`config.mk`:
```
export PLATFORM = sky130hd
export DESIGN_NAME = fp_sqrt_radix2_core
export DESIGN_NICKNAME = d
export VERILOG_FILES = /design/src/rtl/fp_sqrt_radix2_core_pkg.sv /design/src/rtl/fp_sqrt_radix2_core.sv
export SDC_FILE = /design/constraint.sdc
export NUM_CORES = 1
export LEC_CHECK = 0
export ABC_AREA = 1
export CELL_PAD_IN_SITES_DETAIL_PLACEMENT = 1
export CELL_PAD_IN_SITES_GLOBAL_PLACEMENT = 1
export CORE_UTILIZATION = 42
export DETAILED_ROUTE_END_ITERATION = 7
export PLACE_DENSITY_LB_ADDON = 0.1
export REMOVE_ABC_BUFFERS = 1
export SLEW_MARGIN = 20
export SYNTH_ARGS = -nofsm -noshare
export SYNTH_HDL_FRONTEND = slang
export SYNTH_SLANG_ARGS = --single-unit
export TNS_END_PERCENT = 30
```
`constraint.sdc`:
```
create_clock -name clk -period 4.6 [get_ports clk]
set_input_delay 0.92 -clock clk [delete_from_list [all_inputs] [get_ports clk]]
set_output_delay 0.92 -clock clk [all_outputs]
set_load 0.01 [all_outputs]
```
`src/rtl/fp_sqrt_radix2_core_pkg.sv`:
```
// Shared types for the radix-2 digit-recurrence square-root engine.
package fp_sqrt_radix2_core_pkg;

  typedef enum logic {
    IDLE = 1'b0,
    ITER = 1'b1
  } sqrt_state_t;

endpackage : fp_sqrt_radix2_core_pkg

```
`src/rtl/fp_sqrt_radix2_core.sv`:
```
// Iterative unsigned square root: result = floor(sqrt(radicand * 2^DATA_WIDTH)),
// one root bit per cycle, with exact remainder.
module fp_sqrt_radix2_core
  import fp_sqrt_radix2_core_pkg::*;
#(
  parameter int unsigned DATA_WIDTH = 28
) (
  input  logic                  clk,
  input  logic                  rst,
  input  logic                  start,
  input  logic [DATA_WIDTH-1:0] radicand,
  output logic                  done,
  output logic [DATA_WIDTH-1:0] result,
  output logic [DATA_WIDTH:0]   remainder,
  output logic                  busy
);

  localparam int unsigned W      = DATA_WIDTH;
  localparam int unsigned OP_W   = 2 * W;
  localparam int unsigned PREM_W = W + 1;
  localparam int unsigned T_W    = W + 3;
  localparam int unsigned CNT_W  = $clog2(W);

  sqrt_state_t         state_q, state_d;
  logic [OP_W-1:0]     op_q, op_d;
  logic [W-1:0]        root_q, root_d;
  logic [PREM_W-1:0]   prem_q, prem_d;
  logic [CNT_W-1:0]    cnt_q, cnt_d;
  logic                done_q, done_d;
  logic                busy_q, busy_d;

  logic [T_W-1:0]      t_c;
  logic [T_W-1:0]      trial_c;
  logic [T_W-1:0]      diff_c;
  logic                ge_c;

  // One recurrence step: bring down two radicand bits and try digit 1.
  always_comb begin
    t_c     = {prem_q, op_q[OP_W-1 -: 2]};
    trial_c = {1'b0, root_q, 2'b01};
    ge_c    = (t_c >= trial_c);
    diff_c  = t_c - trial_c;
  end

  always_ff @(posedge clk) begin
    if (rst) begin
      state_q <= IDLE;
      op_q    <= '0;
      root_q  <= '0;
      prem_q  <= '0;
      cnt_q   <= '0;
      done_q  <= 1'b0;
      busy_q  <= 1'b0;
    end else begin
      state_q <= state_d;
      op_q    <= op_d;
      root_q  <= root_d;
      prem_q  <= prem_d;
      cnt_q   <= cnt_d;
      done_q  <= done_d;
      busy_q  <= busy_d;
    end
  end

  // start has priority in both states so a new request aborts a running one.
  always_comb begin
    state_d = state_q;
    op_d    = op_q;
    root_d  = root_q;
    prem_d  = prem_q;
    cnt_d   = cnt_q;
    done_d  = 1'b0;

    if (start) begin
      state_d = ITER;
      op_d    = {radicand, W'(0)};
      root_d  = '0;
      prem_d  = '0;
      cnt_d   = CNT_W'(W - 1);
    end else if (state_q == ITER) begin
      op_d   = {op_q[OP_W-3:0], 2'b00};
      root_d = {root_q[W-2:0], ge_c};
      prem_d = ge_c ? PREM_W'(diff_c) : PREM_W'(t_c);
      if (cnt_q == '0) begin
        state_d = IDLE;
        done_d  = 1'b1;
      end else begin
        cnt_d = cnt_q - CNT_W'(1);
      end
    end

    busy_d = (state_d == ITER) || done_d;
  end

  assign done      = done_q;
  assign busy      = busy_q;
  assign result    = root_q;
  assign remainder = prem_q;

endmodule : fp_sqrt_radix2_core

```
# After elaboration in Yosys (flattened, before gate mapping)
# Cells that the tools add are included.
[word_totals]
ff_bits = 93
in_bits = 31
out_inout_bits = 59
elab_cells = 31
[op_classes]
n_addsub = 2
n_lt_le_gt_ge = 1
eq_ne = 1
muxes = 12
bitwise = 1
reduce_logical = 6
[ops]
columns = ["cell", "n"]
rows = [
  ["56-bit 2-to-1 mux", 2],
  ["31-bit by 30-bit greater-or-equal comparator with 1-bit output", 1],
  ["29-bit 2-to-1 mux", 1],
  ["29-bit subtractor", 1],
  ["5-bit 2-to-1 mux", 3],
  ["1-bit 2-to-1 mux", 6],
  ["5-bit logical NOT", 1],
  ["5-bit by 1-bit subtractor with 5-bit output, second input constant", 1],
  ["2-bit AND reduction", 2],
  ["2-bit != test, second input constant", 1],
  ["2-bit nonzero test", 1],
  ["2-bit OR reduction", 1],
  ["1-bit logical OR", 1],
  ["1-bit inverter", 1],
]

# Longest topological paths before layout
# Gate-level depths: netlist of the first run.
[logic_depth]
word_depth = 5
ltp_mapped = 16
mapped_depth_nobuf = 15

# Worst setup path after synthesis of the first run
# Ideal clock, no wire load.
[synth_timing]
kind = "input port to flip-flop"
start = "input rst"
end = "register prem_q[18], in the netlist remainder[18]"
setup_time_ps = 140
arrival_time_ps = 1904
required_time_ps = 4460
setup_slack_ps = 2556
stages = 6
n_path_buf = 3
cell_sequence = "clkbuf_1 nor2_1 clkbuf_1 inv_1 clkbuf_1 a21oi_1"
[synth_between]
elab_chain_len = 1
[synth_lines]
columns = ["element", "line_no", "rtl"]
rows = [
  ["start, declared", "fp_sqrt_radix2_core.sv:9", "input logic rst,"],
  ["2-bit OR reduction (no line)", "-", ""],
  ["end signal, assigned", "fp_sqrt_radix2_core.sv:58", "prem_q <= prem_d;"],
  ["end, declared", "fp_sqrt_radix2_core.sv:27", "logic [PREM_W-1:0] prem_q, prem_d;"],
]
# Every way passes these cells.
# A chain may end at the register's enable or synchronous reset.

# Worst setup path after layout of the first run
[layout_timing]
start = "register root_q[0], in the netlist result[0]"
end = "register prem_q[22], in the netlist remainder[22]"
[layout_between]
elab_chain_len = 2
elab_cells_between_ends = 3
[layout_lines]
columns = ["element", "line_no", "rtl"]
rows = [
  ["start, declared", "fp_sqrt_radix2_core.sv:26", "logic [W-1:0] root_q, root_d;"],
  ["start signal, assigned", "fp_sqrt_radix2_core.sv:57", "root_q <= root_d;"],
  ["29-bit subtractor or 31-bit by 30-bit greater-or-equal comparator with 1-bit output (tied branches)", "fp_sqrt_radix2_core.sv:42, fp_sqrt_radix2_core.sv:41", ""],
  ["29-bit 2-to-1 mux (*)", "fp_sqrt_radix2_core.sv:83", "prem_d = ge_c ? PREM_W'(diff_c) : PREM_W'(t_c);"],
]
# Every way passes the cells marked *; elsewhere a longest branch is shown, timed or not.

==> impl_summary.log, run 1 <==
INFO  metric outcome = finished, violations left
INFO  metric violations = DRC
INFO  metric cts_inserted_buffers = 9
INFO  metric yosys_warnings = 0
INFO  metric post_synth_inst_count = 1029
INFO  metric time_the_final_worst_path_needs_with_i_o_delays_and_setup = 2.94 ns
INFO  metric clkTransAtPathRegs = 0.07 ns
INFO  metric final_net_count = 1157
INFO  metric placement.io_buffers = 89
INFO  metric cts_sinks = 93
INFO  metric placement_rows = 44
INFO  metric hold_buf_cts = 0
INFO  metric end_kind = register
INFO  metric worst_clock_skew = 0.0134 ns
INFO  metric cts_tree = done
INFO  metric die-width = 126 um
INFO  metric cts.repair_timing.setup_buffer_count = 0
INFO  metric die_h = 126 um
INFO  metric grt_start_max_net_pins = 44
INFO  metric clock_insertion_delay_worst_skew = 0.36 ns
INFO  metric number_of_global_route_vias_before_repair = 6740
INFO  metric via_count = 6616
INFO  metric crit_required = 4.84 ns
INFO  metric grt_pass1_wl = 32900 um
INFO  metric fmax = 340 MHz
INFO  metric report.final.hold_viol_count = 0
INFO  metric vias_per_cell = 5.15
INFO  metric synth_area_leaders = dfxtp_1, nand2_1, inv_1
INFO  metric hold_path_class = reg -> reg
INFO  metric cts_root_buffer = clkbuf_16
INFO  metric number_of_antenna_violations_at_the_first_check_in_global_routing = 0
INFO  metric place_hpwl = 14700 um
INFO  metric ys.flop_type = dfxtp_1
INFO  metric synth.yosys.seq_area_share = 0.290
INFO  metric antenna_cells_inserted = 0
INFO  metric htreeDepth = 3
INFO  metric drv_slew = 0
INFO  metric synth-edff-count = 0
INFO  metric synthToLayoutAreaGrowth = 19.8%
INFO  metric drt-total-wl = 19400 um
INFO  metric total_routing_usage_gr = 0.258
INFO  metric post_drt_wl_per_cell = 15.1 um
INFO  metric path_max_fanout = 30
INFO  metric register_area = 1860 um^2
INFO  metric place.gp.congestion = 0.863
INFO  metric start_util = 0.436
INFO  metric multi_input_area = 3680 um^2
INFO  metric asyncSetResetFlopFracSynth = 0
INFO  metric dominant_cell_by_count_in_the_synthesized_netlist = nand2_1
INFO  metric drt_iter0_drc = 236
INFO  metric worst_setup_path_start_kind = register
INFO  metric pin_count = 90
INFO  metric rsz0062_at_grt = false
INFO  metric gr-total-overflow = 0
INFO  metric worst_pin_slew = 1.01 ns
INFO  metric total_standard_cell_area_after_synthesis = 6410 um^2
INFO  metric slew-limit-headroom = 0.323
INFO  metric die_area = 15800 um^2
INFO  metric detail_route.first_pass.iterations = 7
INFO  metric syn_area_per_cell = 6.23 um^2
INFO  metric setup_viol = 0
INFO  metric fill_cells = 2018
INFO  metric final_core_utilization = 0.522
INFO  metric ys_ff_latch = 93
INFO  metric core_area = 14700 um^2
INFO  metric timing.max_cap.violations = 0
INFO  metric timing.critical_path.arrival = 3.18 ns
INFO  metric finalSetupTns = 0 ns
INFO  metric synth_top_area_share = 0.290
INFO  metric cts-resized-gates = 0
INFO  metric period_share = 0.639
INFO  metric netlist.top_cell.by_area = dfxtp_1
INFO  metric layout_cells_sized_above_1 = 0.0691
INFO  metric route.antenna.remaining_nets = 0
INFO  metric synth_commonest_cells = nand2_1, inv_1, a21oi_1
INFO  metric cts_max_path_buffers = 2
INFO  metric remaining_drc_errors = 7
INFO  metric post_synth_num_cell_types = 38
INFO  metric criticalPathCategory = reg -> reg
metal layers:
layer / vias to the layer above / GRT usage / share of wire / wire (um)
met5: - / 0 / 0 / 0
li1: 3366 / - / - / -
met3: 26 / 0.0458 / 0.032 / 617
met4: 0 / 0.0818 / 0.017 / 326
met1: 3116 / 0.314 / 0.46 / 9020
met2: 108 / 0.459 / 0.49 / 9460
path summary, 6_finish.rpt:
path                          start  slack [ns]                         end  depth (start not counted)
max reg2reg  result[0]$_SDFFE_PP0P_        1.66  remainder[22]$_SDFFE_PP0P_                         14
min           cnt_q[4]$_SDFFE_PP0P_        0.46             done$_SDFF_PP0_                          1
max          result[0]$_SDFFE_PP0P_        1.66  remainder[22]$_SDFFE_PP0P_                         14
min reg2reg   cnt_q[4]$_SDFFE_PP0P_        0.46             done$_SDFF_PP0_                          1
cells in the final DEF (no fill, tap or decap), types with 2 or more instances in the layout:
cell / instances
nand3_1: 53
xor2_1: 2
a211oi_1: 2
inv_2: 3
a221oi_1: 2
nand2_2: 12
clkbuf_1: 2
nor2_4: 3
a21oi_2: 6
a21oi_1: 98
nand3b_1: 4
xnor2_1: 11
clkbuf_16: 9
clkdlybuf4s50_1: 89
nor2_2: 4
o21ai_0: 78
and2_1: 5
buf_4: 6
ha_1: 31
nand2_1: 322
inv_6: 2
nand3_2: 22
inv_1: 172
clkinv_1: 2
nor2_1: 41
nor3_1: 4
nand4_1: 9
dfxtp_1: 92
kinds of logic after synthesis:
logic type | count (synthesis) | share of synthesized area
AOI/OAI and AO/OA | 191 | 0.157
xor gates and xnor gates | 13 | 0.0178
adders and majority gates | 31 | 0.0605
buffers and inverters | 217 | 0.135
DFF | 93 | 0.290
and+or+nand+nor | 484 | 0.339
registers in the layout, indices dropped and copies added (netlist names):
| register | cells |
|---|---|
| result | 28 |
| cnt_q | 5 |
| state_q | 1 |
| remainder | 29 |
| op_q | 28 |
| done | 1 |
| busy | 1 |
through the flow:
step / instances / hold slack (ns) / instance area, um^2 / worst slack (ns)
2_1_floorplan: 989 / 0.421 / 6210 / 1.36
3_3_place_gp: 1268 / 0.448 / 7380 / 1.52
3_5_place_dp: 1268 / 0.452 / 7380 / 1.39
4_1_cts: 1284 / 0.462 / 7680 / 1.65
5_1_grt: 1284 / 0.481 / 7680 / 1.37
6_report: 1284 / 0.464 / 7680 / 1.66
cell type report:
class	instances	share of cell area
Multi-Input combinational cell	719	0.480
Sequential cell	93	0.243
Timing Repair Buffer	95	0.122
Inverter	177	0.0865
Clock buffer	12	0.0321
Tap cell	184	0.0300
Clock inverter	4	0.00717
critical path, stage by stage, from the launching register on:
cell     delay [ns]
dfxtp_1        0.36
inv_1          0.10
ha_1           0.42
o21ai_2        0.10
nand2_2        0.11
nand2_1        0.07
nand2_1        0.11
nand2_1        0.08
nand2_1        0.12
nand2_1        0.11
nand3_2        0.63
nand2_8        0.36
nand2_2        0.06
nand2_1        0.12
a21oi_2        0.07
Power of run 1 is not shown: default switching activity piles up to over one toggle a cycle in this logic, so the estimate is an artifact.
==> run 2: changes to the inputs <==
--- a/config.mk
+++ b/config.mk
@@ -8,7 +8,7 @@
 export ABC_AREA = 1
 export CELL_PAD_IN_SITES_DETAIL_PLACEMENT = 1
 export CELL_PAD_IN_SITES_GLOBAL_PLACEMENT = 1
-export CORE_UTILIZATION = 42
+export CORE_UTILIZATION = 39
 export DETAILED_ROUTE_END_ITERATION = 7
 export PLACE_DENSITY_LB_ADDON = 0.1
 export REMOVE_ABC_BUFFERS = 1
==> constraint.sdc (replaced) <==
create_clock -name clk -period 3 [get_ports clk]
set_input_delay 0.6 -clock clk [delete_from_list [all_inputs] [get_ports clk]]
set_output_delay 0.6 -clock clk [all_outputs]
set_load 0.01 [all_outputs]
==> run 2 against run 1 <==
  * The flow now finishes without violations
  * Die area is 7.6% higher
  * Non-clock buffer count up 11
  * Via count shrank 0.80%
  * Register-to-register slack worse by 1.2 ns
  * Routed wire length up 3.6%
  * Highest routed layer unchanged
==> impl_summary.log, run 2 (synthesis gave the netlist of run 1 again) <==
INFO  metric final_net_count = 1168
INFO  metric cts_inserted_buffers = 9
INFO  metric fmax = 400 MHz
INFO  metric drt-total-wl = 20100 um
INFO  metric cts_root_buffer = clkbuf_16
INFO  metric cts.repair_timing.setup_buffer_count = 0
INFO  metric crit_required = 3.28 ns
INFO  metric placement.io_buffers = 89
INFO  metric ir_drop = 647 uV
INFO  metric period_share = 0.833
INFO  metric die_area = 17000 um^2
INFO  metric post_drt_wl_per_cell = 15.2 um
INFO  metric multi_input_area = 3680 um^2
INFO  metric place_hpwl = 15500 um
INFO  metric hold_path_class = reg -> reg
INFO  metric cts_sinks = 93
INFO  metric layout_common_cells = nand2_1, inv_1, a21oi_1, dfxtp_1, clkdlybuf4s50_1
INFO  metric timing.max_cap.violations = 0
INFO  metric hold_buf_cts = 0
INFO  metric detail_route.first_pass.iterations = 4
INFO  metric end_kind = register
INFO  metric grt_pass1_wl = 33400 um
INFO  metric cts-resized-gates = 0
INFO  metric drv_slew = 0
INFO  metric timing.critical_path.arrival = 2.78 ns
INFO  metric clkTransAtPathRegs = 0.07 ns
INFO  metric htreeDepth = 3
INFO  metric placement_rows = 46
INFO  metric gr-total-overflow = 0
INFO  metric via_count = 6563
INFO  metric number_of_global_route_vias_before_repair = 6612
INFO  metric path_length_in_cells_of_the_critical_path = 14
INFO  metric hold_path_depth = 1
INFO  metric place_ws = 0.509 ns
INFO  metric worst_pin_slew = 0.545 ns
INFO  metric final_core_utilization = 0.492
INFO  metric outcome = complete, no violations
INFO  metric power_density = 1310 nW/um^2
INFO  metric slew-limit-headroom = 0.636
INFO  metric leakagePower = 3.74 nW
INFO  metric layout_cells_sized_above_1 = 0.0801
INFO  metric die-width = 130 um
INFO  metric final_critical_path_setup_slack = 0.502 ns
INFO  metric die_h = 130 um
INFO  metric path_delay_family = simple AND/OR/NAND/NOR gates
INFO  metric antenna_cells_inserted = 0
INFO  metric p_total = 10.3 mW
INFO  metric crit_path_top_delay_cell = dfxtp_1
INFO  metric clock_insertion_delay_worst_skew = 0.36 ns
INFO  metric start_util = 0.402
INFO  metric core_area = 15900 um^2
INFO  metric path_max_fanout = 12
INFO  metric drt_iter0_drc = 265
INFO  metric place.gp.congestion = 0.856
INFO  metric total_routing_usage_gr = 0.252
INFO  metric route.antenna.remaining_nets = 0
INFO  metric cts_max_path_buffers = 2
INFO  metric report.final.hold_viol_count = 0
INFO  metric time_the_final_worst_path_needs_with_i_o_delays_and_setup = 2.50 ns
INFO  metric register_area = 1860 um^2
INFO  metric timing.critical_path.buf_inv = 5
INFO  metric vias_per_cell = 4.95
INFO  metric fill_cells = 2156
INFO  metric slowest_delay = 0.41 ns
INFO  metric remaining_drc_errors = 0
INFO  metric criticalPathCategory = reg -> reg
INFO  metric timing.critical_path.mode_cell = nand2_1
INFO  metric rsz0062_at_grt = false
INFO  metric leading_cell_type_in_the_layout_fill_and_taps_excluded = nand2_1
INFO  metric number_of_antenna_violations_at_the_first_check_in_global_routing = 0
INFO  metric final_cells = 1327
INFO  metric largest_register_ffs = 29
INFO  metric reg2regPathDepth = 14
INFO  metric grt_start_max_net_pins = 43
INFO  metric cts_tree = done
INFO  metric worst_clock_skew = 0.00559 ns
INFO  metric setup_viol = 0
INFO  metric pin_count = 90
INFO  metric worst_setup_path_start_kind = register
INFO  metric crit_path_cell_trace = inv_1 -> ha_1 -> nand2_1 -> inv_1 -> nand2_1 -> inv_1 -> nand2_1 -> inv_2 -> a21oi_1 -> nand3_2 -> buf_4 -> nand2_1 -> nand3_1 -> a21oi_1
INFO  metric place_inst = 1311
INFO  metric synthToLayoutAreaGrowth = 22.3%
[run 2: worst paths after layout]
check	from	end	slack [ns]
max	result[22]$_SDFFE_PP0P_	remainder[19]$_SDFFE_PP0P_	0.50
max reg2reg	result[22]$_SDFFE_PP0P_	remainder[19]$_SDFFE_PP0P_	0.50
min reg2reg	cnt_q[4]$_SDFFE_PP0P_	done$_SDFF_PP0_	0.48
min	cnt_q[4]$_SDFFE_PP0P_	done$_SDFF_PP0_	0.48
[run 2: routing by layer]
metal | wire (um) | track usage
met5 | 0 | 0
met4 | 420 | 0.0917
met3 | 447 | 0.0291
met2 | 9690 | 0.433
met1 | 9560 | 0.325
[run 2: per-stage QoR]
stage / hold slack, ns / TNS [ns] / cell area [um^2]
floorplan: 0.421 / -4.90 / 6210
global placement: 0.462 / 0 / 7500
detailed placement: 0.469 / 0 / 7500
CTS: 0.479 / 0 / 7840
global route: 0.512 / 0 / 7840
finish: 0.481 / 0 / 7840
[run 2: report_power, final]
group / internal [mW] / switching (mW)
Clock: 0.772 / 0.559
Combinational: 2.59 / 4.83
Sequential: 1.40 / 0.154
[run 2: final cells by class]
cell class                 count  share of cell area
clock buffer                  10              0.0305
clock inverter                 6              0.0128
inverter                     177              0.0847
multi-input combinational    719               0.470
sequential                    93               0.238
tap                          216              0.0345
timing repair buffer         106               0.130
Power figures use the tool's default switching activity.
